## src/rtl/cpu_pkg.sv

```systemverilog
// Shared CPU types for the memory arbiter: FSM state and grant owner encodings.
// Latency: n/a (types and constant helpers only).
// Backpressure: n/a.
package cpu_pkg;

    typedef enum logic [1:0] {
        ARB_IDLE,
        ARB_ISSUE,
        ARB_WAIT,
        ARB_DONE
    } arb_state_t;

    typedef enum logic {
        GNT_FETCH,
        GNT_DATA
    } arb_grant_t;

    // Width needed to hold values 0..lat inclusive for the latency down-counter.
    function automatic int lat_cnt_width(input int lat);
        return $clog2(lat + 1);
    endfunction

endpackage

```

## src/rtl/mem_arbiter_if.sv

```systemverilog
// Bundle of the fetch port, data port and memory port seen by mem_arbiter.
// Latency: n/a (wiring only).
// Backpressure: requesters hold *_req and their address stable until *_valid.
//
// slave  : arbiter view (takes requests and mem_rdata, drives responses and memory strobe)
// master : CPU + memory view (drives requests and mem_rdata, observes the rest)
interface mem_arbiter_if #(
    parameter int ADDRESS_WIDTH = 32,
    parameter int DATA_WIDTH    = 32
);

    // instruction-fetch port
    logic                     if_req;
    logic [ADDRESS_WIDTH-1:0] if_addr;
    logic                     if_kill;
    logic [DATA_WIDTH-1:0]    if_rdata;
    logic                     if_valid;

    // load/store port
    logic                     d_req;
    logic                     d_we;
    logic [ADDRESS_WIDTH-1:0] d_addr;
    logic [DATA_WIDTH-1:0]    d_wdata;
    logic [DATA_WIDTH-1:0]    d_rdata;
    logic                     d_valid;

    // single-port memory
    logic                     mem_en;
    logic                     mem_we;
    logic [ADDRESS_WIDTH-1:0] mem_addr;
    logic [DATA_WIDTH-1:0]    mem_wdata;
    logic [DATA_WIDTH-1:0]    mem_rdata;

    modport slave (
        input  if_req, if_addr, if_kill,
        output if_rdata, if_valid,
        input  d_req, d_we, d_addr, d_wdata,
        output d_rdata, d_valid,
        output mem_en, mem_we, mem_addr, mem_wdata,
        input  mem_rdata
    );

    modport master (
        output if_req, if_addr, if_kill,
        input  if_rdata, if_valid,
        output d_req, d_we, d_addr, d_wdata,
        input  d_rdata, d_valid,
        input  mem_en, mem_we, mem_addr, mem_wdata,
        output mem_rdata
    );

endinterface

```

## src/rtl/lat_counter.sv

```systemverilog
// Loadable down-counter that times the fixed memory latency.
// Latency: load takes effect next cycle; last is combinational from the count.
// Backpressure: none; dec is ignored once the count reaches zero.
//
// Ports: clk, rst (async active-low), load (preset to MEM_LATENCY-1),
//        dec (count down by one), last (count equals 1).
module lat_counter
    import cpu_pkg::*;
#(
    parameter int MEM_LATENCY = 2
) (
    input  logic clk,
    input  logic rst,
    input  logic load,
    input  logic dec,
    output logic last
);

    localparam int CW = lat_cnt_width(MEM_LATENCY);

    logic [CW-1:0] cnt;

    always_ff @(posedge clk or negedge rst) begin
        if (!rst) begin
            cnt <= '0;
        end else if (load) begin
            cnt <= CW'(MEM_LATENCY - 1);
        end else if (dec && (cnt != '0)) begin
            cnt <= cnt - CW'(1);
        end
    end

    // The arbiter leaves WAIT in the cycle the count sits at 1, so DONE lands
    // exactly MEM_LATENCY cycles after the strobe.
    assign last = (cnt == CW'(1));

endmodule

```

## src/rtl/mem_arbiter.sv

```systemverilog
// Shares one single-port fixed-latency memory between instruction fetch and load/store.
// Latency: request seen in IDLE at N -> mem_en at N+1, valid at N+1+MEM_LATENCY, IDLE at N+2+MEM_LATENCY.
// Backpressure: a requester stalls (req & ~valid) until its one-cycle valid pulse; contention alternates.
//
// Ports: clk (rising edge), rst (async active-low), bus (mem_arbiter_if.slave: fetch port,
//        data port and memory port). MEM_LATENCY must be 1 or greater.
module mem_arbiter
    import cpu_pkg::*;
#(
    parameter int ADDRESS_WIDTH = 32,
    parameter int DATA_WIDTH    = 32,
    parameter int MEM_LATENCY   = 2
) (
    input  logic          clk,
    input  logic          rst,
    mem_arbiter_if.slave  bus
);

    arb_state_t               state;
    arb_grant_t               owner;
    arb_grant_t               last_grant;
    logic                     kill_pend;

    // memory-side registers, driven straight onto the memory port
    logic                     en_q;
    logic                     we_q;
    logic [ADDRESS_WIDTH-1:0] addr_q;
    logic [DATA_WIDTH-1:0]    wdata_q;

    logic                     grant_any;
    logic                     grant_data;
    logic                     fetch_kill;
    logic                     in_done;
    logic                     cnt_load;
    logic                     cnt_dec;
    logic                     cnt_last;

    // Data wins unless it was also the previous winner and fetch is waiting,
    // which gives strict alternation under sustained contention.
    always_comb begin
        grant_any  = bus.d_req || bus.if_req;
        grant_data = bus.d_req && (!bus.if_req || (last_grant != GNT_DATA));
    end

    // Kill only matters while a fetch owns the memory.
    assign fetch_kill = bus.if_kill && (owner == GNT_FETCH);

    assign cnt_load = (state == ARB_ISSUE);
    assign cnt_dec  = (state == ARB_WAIT);

    lat_counter #(
        .MEM_LATENCY (MEM_LATENCY)
    ) u_lat (
        .clk  (clk),
        .rst  (rst),
        .load (cnt_load),
        .dec  (cnt_dec),
        .last (cnt_last)
    );

    always_ff @(posedge clk or negedge rst) begin
        if (!rst) begin
            state      <= ARB_IDLE;
            owner      <= GNT_FETCH;
            last_grant <= GNT_FETCH;
            kill_pend  <= 1'b0;
            en_q       <= 1'b0;
            we_q       <= 1'b0;
            addr_q     <= '0;
            wdata_q    <= '0;
        end else begin
            case (state)
                ARB_IDLE: begin
                    if (grant_any) begin
                        // Strobe and address are registered here so the
                        // memory port never sees a combinational path from req.
                        state <= ARB_ISSUE;
                        en_q  <= 1'b1;
                        if (grant_data) begin
                            owner      <= GNT_DATA;
                            last_grant <= GNT_DATA;
                            addr_q     <= bus.d_addr;
                            wdata_q    <= bus.d_wdata;
                            we_q       <= bus.d_we;
                        end else begin
                            // Fetch never writes; wdata keeps its last value.
                            owner      <= GNT_FETCH;
                            last_grant <= GNT_FETCH;
                            addr_q     <= bus.if_addr;
                            we_q       <= 1'b0;
                        end
                    end
                end

                ARB_ISSUE: begin
                    en_q  <= 1'b0;
                    we_q  <= 1'b0;
                    state <= (MEM_LATENCY == 1) ? ARB_DONE : ARB_WAIT;
                    if (fetch_kill) begin
                        kill_pend <= 1'b1;
                    end
                end

                ARB_WAIT: begin
                    if (cnt_last) begin
                        state <= ARB_DONE;
                    end
                    if (fetch_kill) begin
                        kill_pend <= 1'b1;
                    end
                end

                ARB_DONE: begin
                    // Requests are ignored here: the winner still holds its
                    // old request during this cycle.
                    state     <= ARB_IDLE;
                    kill_pend <= 1'b0;
                end

                default: begin
                    state <= ARB_IDLE;
                end
            endcase
        end
    end

    assign bus.mem_en    = en_q;
    assign bus.mem_we    = we_q;
    assign bus.mem_addr  = addr_q;
    assign bus.mem_wdata = wdata_q;

    assign in_done = (state == ARB_DONE);

    // A kill arriving in DONE itself suppresses the pulse without waiting
    // for kill_pend; the memory access has completed either way.
    assign bus.if_valid = in_done && (owner == GNT_FETCH) && !kill_pend && !bus.if_kill;
    assign bus.d_valid  = in_done && (owner == GNT_DATA);

    // Read data only carries meaning in DONE; it is forced to zero elsewhere
    // so the outputs are quiet while idle or in reset.
    assign bus.if_rdata = (in_done && (owner == GNT_FETCH)) ? bus.mem_rdata : '0;
    assign bus.d_rdata  = (in_done && (owner == GNT_DATA))  ? bus.mem_rdata : '0;

endmodule

```

## src/flat_wrapper.sv

```systemverilog
// flat-port wrapper written by rule: the top's interface ports become plain ports
module mem_arbiter_flat import cpu_pkg::*;
#(
    parameter int ADDRESS_WIDTH = 32,
    parameter int DATA_WIDTH    = 32,
    parameter int MEM_LATENCY   = 2
)
  (clk, rst, bus_if_req, bus_if_addr, bus_if_kill, bus_if_rdata, bus_if_valid, bus_d_req, bus_d_we, bus_d_addr, bus_d_wdata, bus_d_rdata, bus_d_valid, bus_mem_en, bus_mem_we, bus_mem_addr, bus_mem_wdata, bus_mem_rdata);
  mem_arbiter_if #(.ADDRESS_WIDTH(ADDRESS_WIDTH), .DATA_WIDTH(DATA_WIDTH)) bus_i ();
  input  logic clk;
  input  logic rst;
  input wire logic [$bits(bus_i.if_req)-1:0] bus_if_req;
  input wire logic [$bits(bus_i.if_addr)-1:0] bus_if_addr;
  input wire logic [$bits(bus_i.if_kill)-1:0] bus_if_kill;
  output wire logic [$bits(bus_i.if_rdata)-1:0] bus_if_rdata;
  output wire logic [$bits(bus_i.if_valid)-1:0] bus_if_valid;
  input wire logic [$bits(bus_i.d_req)-1:0] bus_d_req;
  input wire logic [$bits(bus_i.d_we)-1:0] bus_d_we;
  input wire logic [$bits(bus_i.d_addr)-1:0] bus_d_addr;
  input wire logic [$bits(bus_i.d_wdata)-1:0] bus_d_wdata;
  output wire logic [$bits(bus_i.d_rdata)-1:0] bus_d_rdata;
  output wire logic [$bits(bus_i.d_valid)-1:0] bus_d_valid;
  output wire logic [$bits(bus_i.mem_en)-1:0] bus_mem_en;
  output wire logic [$bits(bus_i.mem_we)-1:0] bus_mem_we;
  output wire logic [$bits(bus_i.mem_addr)-1:0] bus_mem_addr;
  output wire logic [$bits(bus_i.mem_wdata)-1:0] bus_mem_wdata;
  input wire logic [$bits(bus_i.mem_rdata)-1:0] bus_mem_rdata;
  assign bus_i.if_req = bus_if_req;
  assign bus_i.if_addr = bus_if_addr;
  assign bus_i.if_kill = bus_if_kill;
  assign bus_if_rdata = bus_i.if_rdata;
  assign bus_if_valid = bus_i.if_valid;
  assign bus_i.d_req = bus_d_req;
  assign bus_i.d_we = bus_d_we;
  assign bus_i.d_addr = bus_d_addr;
  assign bus_i.d_wdata = bus_d_wdata;
  assign bus_d_rdata = bus_i.d_rdata;
  assign bus_d_valid = bus_i.d_valid;
  assign bus_mem_en = bus_i.mem_en;
  assign bus_mem_we = bus_i.mem_we;
  assign bus_mem_addr = bus_i.mem_addr;
  assign bus_mem_wdata = bus_i.mem_wdata;
  assign bus_i.mem_rdata = bus_mem_rdata;
  mem_arbiter #(.ADDRESS_WIDTH(ADDRESS_WIDTH), .DATA_WIDTH(DATA_WIDTH), .MEM_LATENCY(MEM_LATENCY)) u_core (.clk(clk), .rst(rst), .bus(bus_i));
endmodule
```

## config.mk

```make
export PLATFORM = sky130hd
export DESIGN_NAME = mem_arbiter_flat
export DESIGN_NICKNAME = d
export VERILOG_FILES = /design/src/rtl/cpu_pkg.sv /design/src/rtl/mem_arbiter_if.sv /design/src/rtl/lat_counter.sv /design/src/rtl/mem_arbiter.sv /design/src/flat_wrapper.sv
export SDC_FILE = /design/constraint.sdc
export NUM_CORES = 1
export LEC_CHECK = 0
export ABC_AREA = 1
export ABC_CLOCK_PERIOD_IN_PS = 1700
export CORE_MARGIN = 8
export CORE_UTILIZATION = 30
export CTS_CLUSTER_DIAMETER = 60
export DETAILED_ROUTE_END_ITERATION = 8
export HOLD_SLACK_MARGIN = 0.15
export PLACE_DENSITY = 0.67
export RECOVER_POWER = 100
export SLEW_MARGIN = 40
export SYNTH_ARGS = -nofsm -noshare
export SYNTH_HDL_FRONTEND = slang
export SYNTH_SLANG_ARGS = --single-unit
export TNS_END_PERCENT = 1
```

## constraint.sdc

```tcl
create_clock -name clk -period 1.7 [get_ports clk]
set_input_delay 0.34 -clock clk [delete_from_list [all_inputs] [get_ports clk]]
set_output_delay 0.34 -clock clk [all_outputs]
set_load 0.05 [all_outputs]
```

# --- After elaboration in Yosys (flattened, before gate mapping) ---
# Cells that the tools add are included.
op_classes:
  div: 0
  shifts: 0
  multipliers: 0
  n_eq_ne: 7
  muxes: 16
  order_cmp: 0
  reduce_logical: 23
  addsub: 1
  bitwise_logic: 1
op_table:
  columns: ["operator", "n"]
  rows:
  - ["$mux W32", 3]
  - ["$mux W2", 4]
  - ["$pmux W2 S4", 1]
  - ["$reduce_and A2 Y1", 4]
  - ["$reduce_bool A2 Y1", 4]
  - ["$logic_and A1 B1 Y1", 7]
  - ["$ne A2 B1 Y1 const B", 3]
  - ["$pmux W1 S2", 3]
  - ["$mux W1", 5]
  - ["$eq A2 B1 Y1 const B", 2]
  - ["$eq A2 B2 Y1 const B", 2]
  - ["$logic_not A1 Y1", 3]
  - ["$reduce_and A3 Y1", 1]
  - ["$logic_not A2 Y1", 1]
  - ["$logic_or A1 B1 Y1", 2]
  - ["$reduce_or A2 Y1", 1]
  - ["$sub A2 B1 Y2 const B", 1]
  - ["$not A1 Y1", 1]
totals:
  elab_cells: 56
  output_inout_bits: 132
  latchBits: 0
  reg_bits: 72
  ramBits: 0
  mem_count: 0
  romBits: 0

# --- Depth between registers and ports, before layout ---
# Gate-level depths: netlist (run 1).
depth:
  ltp_word: 6
  mapped_depth: 7
  depth_no_buf: 7

# --- Hierarchy ---
# From an unflattened synthesis (run 1), not the netlist that was laid out.
hier_totals:
  hier_cells: 579
  hier_area_um2: 4012.6
modules_own_cells:
  columns: ["module", "area_per_inst_um2", "cells_each", "n_inst"]
  rows:
  - ["mem_arbiter", 3880.0, 561, 1]
  - ["lat_counter", 132.6, 18, 1]

# --- Worst setup path after synthesis (run 1) ---
# Ideal clock, no wire load.
synth_timing:
  path_kind: "reg2out"
  startpoint: "reg u_core.state[0]"
  endpoint: "out bus_if_valid"
  path_slack_ns: -0.360
  n_path_buf: 0
  arrival_ns: 1.720
  path_stages_with_launch: 4
  cell_sequence: "dfrtp_1 ha_1 nand2_1 nor3_1"
synth_via:
  elab_chain_len: 4
synth_rtl:
  columns: ["element", "line_no", "source"]
  rows:
  - ["from (decl)", "mem_arbiter.sv:19", "arb_state_t state;"]
  - ["from (signal assigned)", "mem_arbiter.sv:98", "state <= (MEM_LATENCY == 1) ? ARB_DONE : ARB_WAIT;"]
  - ["$eq A2 B2 Y1", "mem_arbiter.sv:132", "assign in_done = (state == ARB_DONE);"]
  - ["$logic_and A1 B1 Y1 (3 in a row)", "mem_arbiter.sv:136", "assign bus.if_valid = in_done && (owner == GNT_FETCH) && !kill_pend && !bus.if_kill;"]
  - ["to (decl)", "flat_wrapper.sv:16", "output wire logic [$bits(bus_i.if_valid)-1:0] bus_if_valid;"]
# Every way passes these cells.

# --- Worst setup path in the final report (run 1) ---
layout_timing:
  startpoint: "reg u_core.state[1]"
  endpoint: "out bus_if_rdata[1]"
layout_via:
  elab_chain_len: 3
layout_rtl:
  columns: ["element", "line_no", "source"]
  rows:
  - ["$eq A2 B2 Y1", "mem_arbiter.sv:132", null]
  - ["$logic_and A1 B1 Y1", "mem_arbiter.sv:141", "assign bus.if_rdata = (in_done && (owner == GNT_FETCH)) ? bus.mem_rdata : '0;"]
  - ["$mux W32", "mem_arbiter.sv:141", null]
  - ["to (decl)", "flat_wrapper.sv:15", "output wire logic [$bits(bus_i.if_rdata)-1:0] bus_if_rdata;"]
# Every way passes these cells.

==> results of run 1 <==
==> flip-flops by register name (all words and copies together), names as in the netlist <==
register / cells
u_core.u_lat.cnt: 2
u_core.kill_pend: 1
u_core.bus.mem_wdata: 32
u_core.bus.mem_we: 1
u_core.state: 2
u_core.bus.mem_addr: 32
u_core.owner: 1
u_core.bus.mem_en: 1
==> power groups by stage <==
stage / Sequential, mW / Combinational, mW / Clock (mW)
final: 3.03 / 8.86 / 1.73
after CTS: 3.05 / 9.35 / 1.79
after detailed placement: 3.05 / 9.27 / 0
after global placement: 3.04 / 9.16 / 0
after global routing: 3.14 / 9.46 / 1.86
after floorplan: 5.64 / 2.97 / 0
==> final timing paths <==
check,end,slack [ns],cells after the start
worst min-delay path,u_core.owner,0.43,3
worst min register to register,u_core.bus.mem_addr[26],0.48,2
worst max-delay path,bus_if_rdata[1],-0.23,5
worst max register to register,u_core.bus.mem_wdata[8],0.08,8
max in group asynchronous,u_core.bus.mem_wdata[31],0.28,3
min in group asynchronous,u_core.bus.mem_wdata[6],0.56,2
==> area by class of cell <==
| cell class | count | area [µm²] | area share (%) |
|---|---|---|---|
| Clock inverter | 6 | 42.54 | 0.5530 |
| Sequential cell | 72 | 1802 | 23.42 |
| Inverter | 142 | 533.0 | 6.929 |
| Tap cell | 176 | 220.2 | 2.863 |
| Multi-Input combinational cell | 336 | 1665 | 21.65 |
| Timing Repair Buffer | 292 | 3201 | 41.61 |
| Clock buffer | 10 | 229.0 | 2.977 |
==> cells in the mapped netlist <==
| cell | number |
|---|---|
| nor2_4 | 1 |
| buf_6 | 4 |
| inv_1 | 142 |
| nor3_1 | 2 |
| dfrtp_1 | 72 |
| o21ai_2 | 1 |
| o21ai_1 | 15 |
| buf_4 | 5 |
| o21ai_0 | 22 |
| nor2_1 | 67 |
| o211ai_1 | 1 |
| nand2_2 | 2 |
| nand3_2 | 1 |
| buf_2 | 10 |
| nand2_1 | 145 |
| buf_1 | 1 |
| clkbuf_1 | 9 |
| nand3_1 | 69 |
| or2_2 | 2 |
| ha_1 | 8 |
==> routing by layer <==
metal,global-route usage [%],routed length [µm],vias up,part of all wire [%]
met5,0,13,-,0.083
met4,3.638,95,2,0.61
met3,5.107,1179,8,7.6
met2,31.06,7843,190,50
met1,21.63,6472,1980,41
li1,-,-,2245,-
==> worst register-to-register path, stage by stage (launching register included) <==
cell     delay, ns
dfrtp_1       0.43
buf_4         0.15
inv_1         0.08
ha_2          0.20
buf_4         0.14
nand3_2       0.12
buf_12        0.21
nand2_1       0.09
o21ai_0       0.08
==> cells in the final DEF, fill, tap and decap left out, drive strengths merged <==
cell type,n
nand3,70
buf,91
clkdlybuf4s50,131
o211ai,1
or2,2
clkbuf,79
nand2,147
nor2,68
nor3,2
clkinvlp,2
inv,144
dlygate4sd3,1
o21ai,38
clkinv,2
dfrtp,72
ha,8
==> stage by stage <==
stage / hold slack (ns) / setup TNS (ns) / power [mW] / cells
after floorplan: 0.04441 / -9.377 / 8.611 / 579
after global placement: 0.2719 / -5.487 / 12.20 / 1014
after detailed placement: 0.2739 / -6.319 / 12.31 / 1014
after CTS: 0.4234 / -15.67 / 14.19 / 1032
after global routing: 0.4299 / -16.82 / 14.46 / 1034
final: 0.4333 / -10.98 / 13.62 / 1034
==> cells by family (layout without fill, tap and decap cells) <==
| logic type | Yosys count | count (layout) | synth area share [%] |
|---|---|---|---|
| AND/OR/NAND/NOR | 289 | 289 | 29.91 |
| adder cells (fa/ha/maj) | 8 | 8 | 2.500 |
| flip-flops | 72 | 72 | 45.00 |
| buffers and inverters | 171 | 450 | 17.56 |
| AO/OA/AOI/OAI | 39 | 39 | 5.031 |
==> timing repair <==
item,in CTS,in global routing
buffers inserted,1,1
endpoints found under the setup margin,99,66
endpoints found under the hold margin,23,0
hold buffers,1,0
resized for setup,24,41
pin swaps,11,0
==> flow_metrics.tcl, run 1 <==
set metrics [dict create \
    layout_worst_path_cycle_share_pct 113.3 \
    period_minus_slack_ns 1.926 \
    layout-area-overhead-vs-synth_pct 92.13 \
    grt_max_degree 58 \
    fin_ws_ns -0.2265 \
    nFillCells 1217 \
    clock_sinks 72 \
    hold_path.class "in2reg" \
    setup_viol 66 \
    worst_pin_slew_ns 0.6485 \
    seq_area_frac_synth_pct 45.00 \
    status "finished with violations" \
    crit_required_ns 1.36 \
    power-per-cell-area_nw_per_um2 1771 \
    crit_path_start "u_core.state[1]" \
    min-delay-start "bus_d_req" \
    p_comb_share_pct 65.0 \
    dr.pass1.iters 6 \
    die_h_um 131.5 \
    yosys_warnings 0 \
    seqPwrFrac_pct 22.2 \
    postLayoutCellArea_um2 7692 \
    routed_wl_um 15600 \
    p_int_mw 6.306 \
    worst_setup_path_end_kind "output port" \
    post-dp-hpwl_um 12430 \
    grt_overflow 0 \
    syn_area_um2 4004 \
    critPathKind "reg2out" \
    syn_inst 579 \
    cp_cell_sequence "ha_2, nand2_2, buf_12, nor2_1, buf_12" \
    critPathMaxFanout 33 \
    routedWlPerCell_um 15.09 \
    place.gp.congestion 0.7720 \
    n_antenna_cell 0 \
    track_usage_pct 17.92 \
    dieArea_um2 17300 \
    nets 995 \
    sw_frac_of_total_pct 53.70 \
    switchingPower_mw 7.315 \
    ctsRootBufferMaster "clkbuf_16" \
    antenna_left 0 \
    power.leakage_nw 3.981 \
    h-tree-depth 3 \
    hold_viol 0 \
    io_buffers 265 \
    relSlewSlack_pct 56.95 \
    yosys.area.top_type_share_pct 45.00 \
    reg2reg_from "u_core.state[1]" \
    core_um2 13140 \
    crit_slowest_cell "dfrtp_1" \
    vias 4425 \
    crit_arrival_ns 1.59 \
    initial_utilization_pct 30.48 \
    rows 42 \
    drive_gt1_share_pct 24.83 \
    clockBufferDepth 2 \
    path_clk_slew_ns 0.05 \
    synth.net_count 721 \
    ios 266 \
    fin_util_pct 58.55 \
    dpl_cell_area_um2 7430 \
    finalClockSkew_ns 0.008113 \
    max_freq_mhz 519.1 \
    max_cap_violations 0 \
    die_w_um 131.5 \
    cp_top_family "flip-flops" \
    drv_slew 0 \
    worstSetupStartpointType "register" \
    ir_drop_v 0.0008229 \
    cts_tree "done" \
    drc 0 \
    syn_avg_cell_area_um2 6.915 \
    grt_pass1_wl_um 24940 \
    yosysTopAreaCell "dfrtp_1" \
    cpMostUsedCell "buf_12" \
    violations "negative setup slack" \
    rsz0062_at_grt "yes" \
    worst_skew_pair.late_latency_ns 0.33 \
    synth_area_leaders "dfrtp_1 (45%), nand2_1 (14%), inv_1 (13%)" \
    via_per_inst 4.279 \
    drt-initial-drc-count 322 \
    numCtsBuffers 9 \
    path_buf_inv 2 \
    synth_cell_types 20 \
    antenna_found_initial 1 \
    pwr-share-clk_pct 12.7 \
    ys_seq_elements 72 \
    grt_pass1_vias 4382 \
    post-place-ws_ns -0.2268 \
    critPathMaxStageDelay_ns 0.42 \
]
(Power assumes the default switching activity.)
==> run 2: changes to the inputs <==
Settings changed: CORE_ASPECT_RATIO set to 0.8.
==> run 2 against run 1 <==
  * The run still ends with negative setup slack left
  * Register-to-register slack got worse by 0.02 ns
  * Non-clock buffer count decreased by 3
  * Clock power increased by 15%
  * Hold slack improved by 0.050 ns
  * Total power increased by 3.1%
  * Cell count decreased by 0.48%
  * Core utilization increased by 1.5 points
  * First-iteration DRC count decreased by 30%
  * Flip-flop and latch count unchanged
  * Wire length increased by 7.0%
  * Via count increased by 2.0%
  * Clock-buffer cell count decreased by 1
  * Critical path type unchanged
  * Critical endpoint is now bus_d_rdata[2]
==> flow_metrics.tcl, run 2 (same netlist as run 1, synthesis figures left out) <==
set metrics [dict create \
    max_freq_mhz 509.3 \
    place_inst 1009 \
    layout-area-overhead-vs-synth_pct 94.31 \
    hold_path.class "reg2reg" \
    antenna_left 0 \
    drive_gt1_share_pct 25.18 \
    final_common_cell "nand2_1" \
    worstSetupStartpointType "register" \
    cpMostUsedCell "buf_12" \
    violations "negative setup slack" \
    worst_skew_pair.late_latency_ns 0.33 \
    path_clk_slew_ns 0.06 \
    finalClockSkew_ns 0.005351 \
    ir_drop_v 0.0008882 \
    die_w_um 145.2 \
    post-dp-hpwl_um 13320 \
    layout_worst_path_cycle_share_pct 115.5 \
    power.leakage_nw 4.040 \
    rsz0062_at_grt "yes" \
    numCtsBuffers 9 \
    die_h_um 119.3 \
    cp_cell_sequence "ha_2, nand2_2, buf_12, nor2_2, buf_12" \
    postLayoutCellArea_um2 7780 \
    power-per-cell-area_nw_per_um2 1806 \
    period_minus_slack_ns 1.963 \
    ctsRootBufferMaster "clkbuf_16" \
    vias 4514 \
    setup-tns-final_ns -10.98 \
    grt_overflow 0 \
    clock_sinks 72 \
    relSlewSlack_pct 38.57 \
    power_mw 14.05 \
    fin_cells 1029 \
    drt-initial-drc-count 225 \
    n_antenna_cell 0 \
    nets 992 \
    post-place-ws_ns -0.2060 \
    via_per_inst 4.387 \
    drc 0 \
    critPathMaxFanout 33 \
    grt_pass1_wl_um 25570 \
    max_cap_violations 0 \
    routed_wl_um 16700 \
    worst_pin_slew_ns 0.9214 \
    critPathMaxStageDelay_ns 0.43 \
    drv_slew 0 \
    antenna_found_initial 1 \
    track_usage_pct 18.47 \
    hold_viol 0 \
    io_buffers 265 \
    crit_slowest_cell "dfrtp_1" \
    status "finished with violations" \
    worst_setup_path_end_kind "output port" \
    rows 37 \
    core_um2 12960 \
    h-tree-depth 3 \
    crit_required_ns 1.36 \
    routedWlPerCell_um 16.23 \
    cp_top_family "flip-flops" \
    cts_tree "done" \
    grt_max_degree 66 \
    initial_utilization_pct 30.89 \
    fin_util_pct 60.02 \
    fin_ws_ns -0.2634 \
    path_buf_inv 2 \
    critPathKind "reg2out" \
    final_cell_mix "nand2_1 (143), inv_1 (141), clkdlybuf4s50_1 (132)" \
    clockBufferDepth 2 \
    hold_ws_ns 0.4833 \
    place.gp.congestion 0.8801 \
    ios 266 \
    setup_viol 66 \
    grt_pass1_vias 4548 \
    crit_arrival_ns 1.62 \
    dieArea_um2 17320 \
    dpl_cell_area_um2 7408 \
    dr.pass1.iters 4 \
]
-- run 2: report_power, final --
group | leakage (nW) | switching (mW) | total [mW] | internal (mW)
clock | 0.147 | 0.723 | 1.99 | 1.27
combinational | 3.01 | 6.17 | 8.97 | 2.80
sequential | 0.887 | 0.519 | 3.08 | 2.56
-- run 2: tightest hold or removal path, cell delays in order (launching register included) --
cell and delay [ns]:
dfrtp_1 0.34, nand2_1 0.06, nand2_1 0.06
-- run 2: area by class of cell --
| type | count | area (µm²) |
|---|---|---|
| tap | 175 | 219.0 |
| multi-input combinational | 336 | 1680 |
| clock inverter | 6 | 85.08 |
| sequential | 72 | 1803 |
| inverter | 142 | 533.0 |
| fill | 1185 | 5182 |
| clock buffer | 9 | 225.2 |
| timing repair buffer | 289 | 3234 |
-- run 2: layer usage --
metal  vias up  routed length [µm]  track usage (%)
met5         -                  13                0
met4         2                 312            4.932
met3        21                1163            6.016
met2       191                8238            31.88
met1      2059                6975            21.78
li1       2241                   -                -
-- run 2: final timing paths --
| path | startpoint | endpoint | slack, ns | depth (start not counted) |
|---|---|---|---|---|
| setup reg to reg | u_core.state[1] | u_core.owner | 0.06 | 7 |
| min in group asynchronous | rst | u_core.bus.mem_addr[4] | 0.68 | 2 |
| hold reg to reg | u_core.bus.mem_addr[17] | u_core.bus.mem_addr[17] | 0.48 | 2 |
| setup / recovery | u_core.state[1] | bus_d_rdata[2] | -0.26 | 5 |
| hold / removal | u_core.bus.mem_addr[17] | u_core.bus.mem_addr[17] | 0.48 | 2 |
| max in group asynchronous | rst | u_core.bus.mem_addr[31] | 0.21 | 3 |
-- run 2: what timing repair did --
item / in CTS / in global routing
setup endpoints to repair: 99 / 66
gates resized for setup: 19 / 44
endpoints found under the hold margin: 34 / 0
cloned: 0 / 2
pin swaps: 1 / 1
hold buffers: 1 / 0
setup buffers: 0 / 1
==> run 3: changes to the inputs <==
Settings changed: CELL_PAD_IN_SITES_DETAIL_PLACEMENT set to 0, CELL_PAD_IN_SITES_GLOBAL_PLACEMENT set to 1, CORE_UTILIZATION 30 to 24, CTS_CLUSTER_DIAMETER 60 to 200, PLACE_DENSITY 0.67 to 0.8.
==> run 3 against run 2 <==
  * The run still ends with negative setup slack left
  * Wire length decreased by 0.34%
  * Maximum frequency increased by 6.8%
  * Global-route usage decreased by 3.0 points
  * Sequential power decreased by 1%
  * Flip-flop and latch count unchanged
  * Sequential share of layout area decreased by 0.79 points
  * Die area increased by 22%
  * Cell area increased by 3.5%
  * Core utilization decreased by 11 points
  * Critical path type unchanged
  * Largest cell class unchanged
==> flow_metrics.tcl, run 3 (same netlist as run 1, synthesis figures left out) <==
set metrics [dict create \
    fin_ws_ns -0.1377 \
    crit_end "bus_d_rdata[2]" \
    routedWlPerCell_um 15.43 \
    relSlewSlack_pct 57.12 \
    critPathMaxFanout 16 \
    fin_util_pct 48.94 \
    finalClockSkew_ns 0.005703 \
    grt_max_degree 48 \
    power_mw 14.37 \
    place_inst 1056 \
    hold_viol 0 \
    regToRegSetupSlack_ns 0.17 \
    cp_top_family "flip-flops" \
    worst_skew_pair.late_latency_ns 0.33 \
    vias 4422 \
    dieArea_um2 21100 \
    layout-area-overhead-vs-synth_pct 101.0 \
    max_freq_mhz 544.2 \
    layout_worst_path_cycle_share_pct 108.1 \
    h-tree-depth 3 \
    die_h_um 131.5 \
    rows 42 \
    grt_pass1_wl_um 26000 \
    grtUsageMet3_pct 5.493 \
    post-dp-hpwl_um 12760 \
    postLayoutCellArea_um2 8049 \
    place.gp.congestion 0.7918 \
    worst_setup_path_end_kind "output port" \
    final_common_cell "nand2_1" \
    path_clk_slew_ns 0.05 \
    numCtsBuffers 9 \
    grt-busiest-layer "met2" \
    initial_utilization_pct 24.34 \
    crit_required_ns 1.36 \
    cts_tree "done" \
    grt.met2_usage_pct 25.46 \
    period_minus_slack_ns 1.838 \
    n_antenna_cell 0 \
    clockBufferDepth 2 \
    multi_input_area_um2 1803 \
    fin_cells 1079 \
    drt-initial-drc-count 203 \
    power.leakage_nw 4.083 \
    critPathKind "reg2out" \
    routed_wl_um 16650 \
    ir_drop_v 0.0008259 \
    drv_slew 0 \
    nets 997 \
    ctsRootBufferMaster "clkbuf_16" \
    worst_pin_slew_ns 0.6431 \
    antenna_left 0 \
    r2r-end "u_core.bus.mem_wdata[29]" \
    die_w_um 160.4 \
    drive_gt1_share_pct 26.66 \
    reg2reg_from "u_core.state[1]" \
    dr.pass1.iters 4 \
    grt_pass1_vias 4578 \
    dpl_cell_area_um2 7520 \
    gr-usage-met1_pct 18.77 \
    clock_sinks 72 \
    cp_cell_sequence "ha_2, nand2_4, buf_16, nor2_2, buf_12" \
    setup-tns-final_ns -7.089 \
    setup_viol 66 \
    antenna_found_initial 1 \
    crit_slowest_cell "dfrtp_1" \
    violations "negative setup slack" \
    worstSetupStartpointType "register" \
    worst-r2r-cell-count 8 \
    track_usage_pct 15.46 \
    final_cell_mix "nand2_1 (143), inv_1 (140), clkdlybuf4s50_1 (131)" \
    io_buffers 265 \
    critPathMaxStageDelay_ns 0.37 \
    crit_path_start "u_core.state[0]" \
    max_cap_violations 0 \
    core_um2 16450 \
    nFillCells 1591 \
    grt_overflow 0 \
    drc 0 \
    via_per_inst 4.098 \
    path_buf_inv 2 \
    power-per-cell-area_nw_per_um2 1786 \
    status "finished with violations" \
    crit_arrival_ns 1.50 \
    worst-path-stages 5 \
    rsz0062_at_grt "yes" \
    ios 266 \
    hold_path.class "in2async" \
    register_area_um2 1802 \
]
## run 3: cell count changes in the layout (fill, tap and decap cells not counted), moves of 2 or more
| cell | previous run | this run |
|---|---|---|
| buf_12 | 70 | 74 |
| clkbuf_1 | 18 | 27 |
| clkbuf_2 | 49 | 42 |
| clkbuf_8 | 0 | 2 |
| clkinvlp_4 | 2 | 0 |
| nor2_1 | 20 | 3 |
| nor2_2 | 42 | 45 |
| nor2_4 | 6 | 20 |
## run 3: stage by stage
step | setup slack (ns) | hold slack (ns)
6_report | -0.1377 | 0.4299
5_1_grt | -0.2182 | 0.4594
4_1_cts | -0.2197 | 0.3429
3_5_place_dp | -0.2311 | 0.1615
3_3_place_gp | -0.1743 | 0.1609
2_1_floorplan | -0.1738 | 0.04441
## run 3: worst min-delay path by stage
stage / from / endpoint / slack [ns] / depth (start not counted)
floorplan: rst / u_core.bus.mem_addr[0] / 0.04 / 0
global placement: rst / u_core.bus.mem_wdata[22] / 0.16 / 1
detailed placement: rst / u_core.bus.mem_wdata[22] / 0.16 / 1
CTS: rst / u_core.bus.mem_wdata[22] / 0.34 / 2
global route: rst / u_core.bus.mem_wdata[26] / 0.46 / 2
finish: rst / u_core.bus.mem_wdata[22] / 0.43 / 2
## run 3: per-layer routing
layer	up-vias	share of wire, %
li1	2246	-
met1	1985	43
met2	172	48
met3	17	7.2
met4	2	1.5
met5	-	0.078
## run 3: area by class of cell
cell class / instances / area share, %
Sequential cell: 72 / 22.38
Tap cell: 220 / 3.420
Timing Repair Buffer: 294 / 41.18
Inverter: 142 / 6.622
Clock inverter: 3 / 0.8083
Clock buffer: 12 / 3.187
Multi-Input combinational cell: 336 / 22.40
## run 3: timing repair
item	4_1_cts	5_1_grt
cloned	1	2
pin swaps	7	3
buffers inserted	0	3
endpoints found under the setup margin	99	82
hold endpoints to repair	72	0
hold buffers	1	0
gates resized for setup	38	60
## run 3: power breakdown
group,switching (mW),total [mW],internal (mW)
Clock,0.689,2.04,1.35
Sequential,0.474,3.04,2.56
Combinational,6.31,9.29,2.98
Total,7.48,14.4,6.90
## run 3: worst reg2reg max path: stages (launching register included)
cell and delay [ns]:
dfrtp_1 0.40, buf_4 0.15, inv_1 0.10, ha_2 0.20, buf_4 0.14, nand3_4 0.10
buf_12 0.19, nand2_1 0.08, o21ai_0 0.07
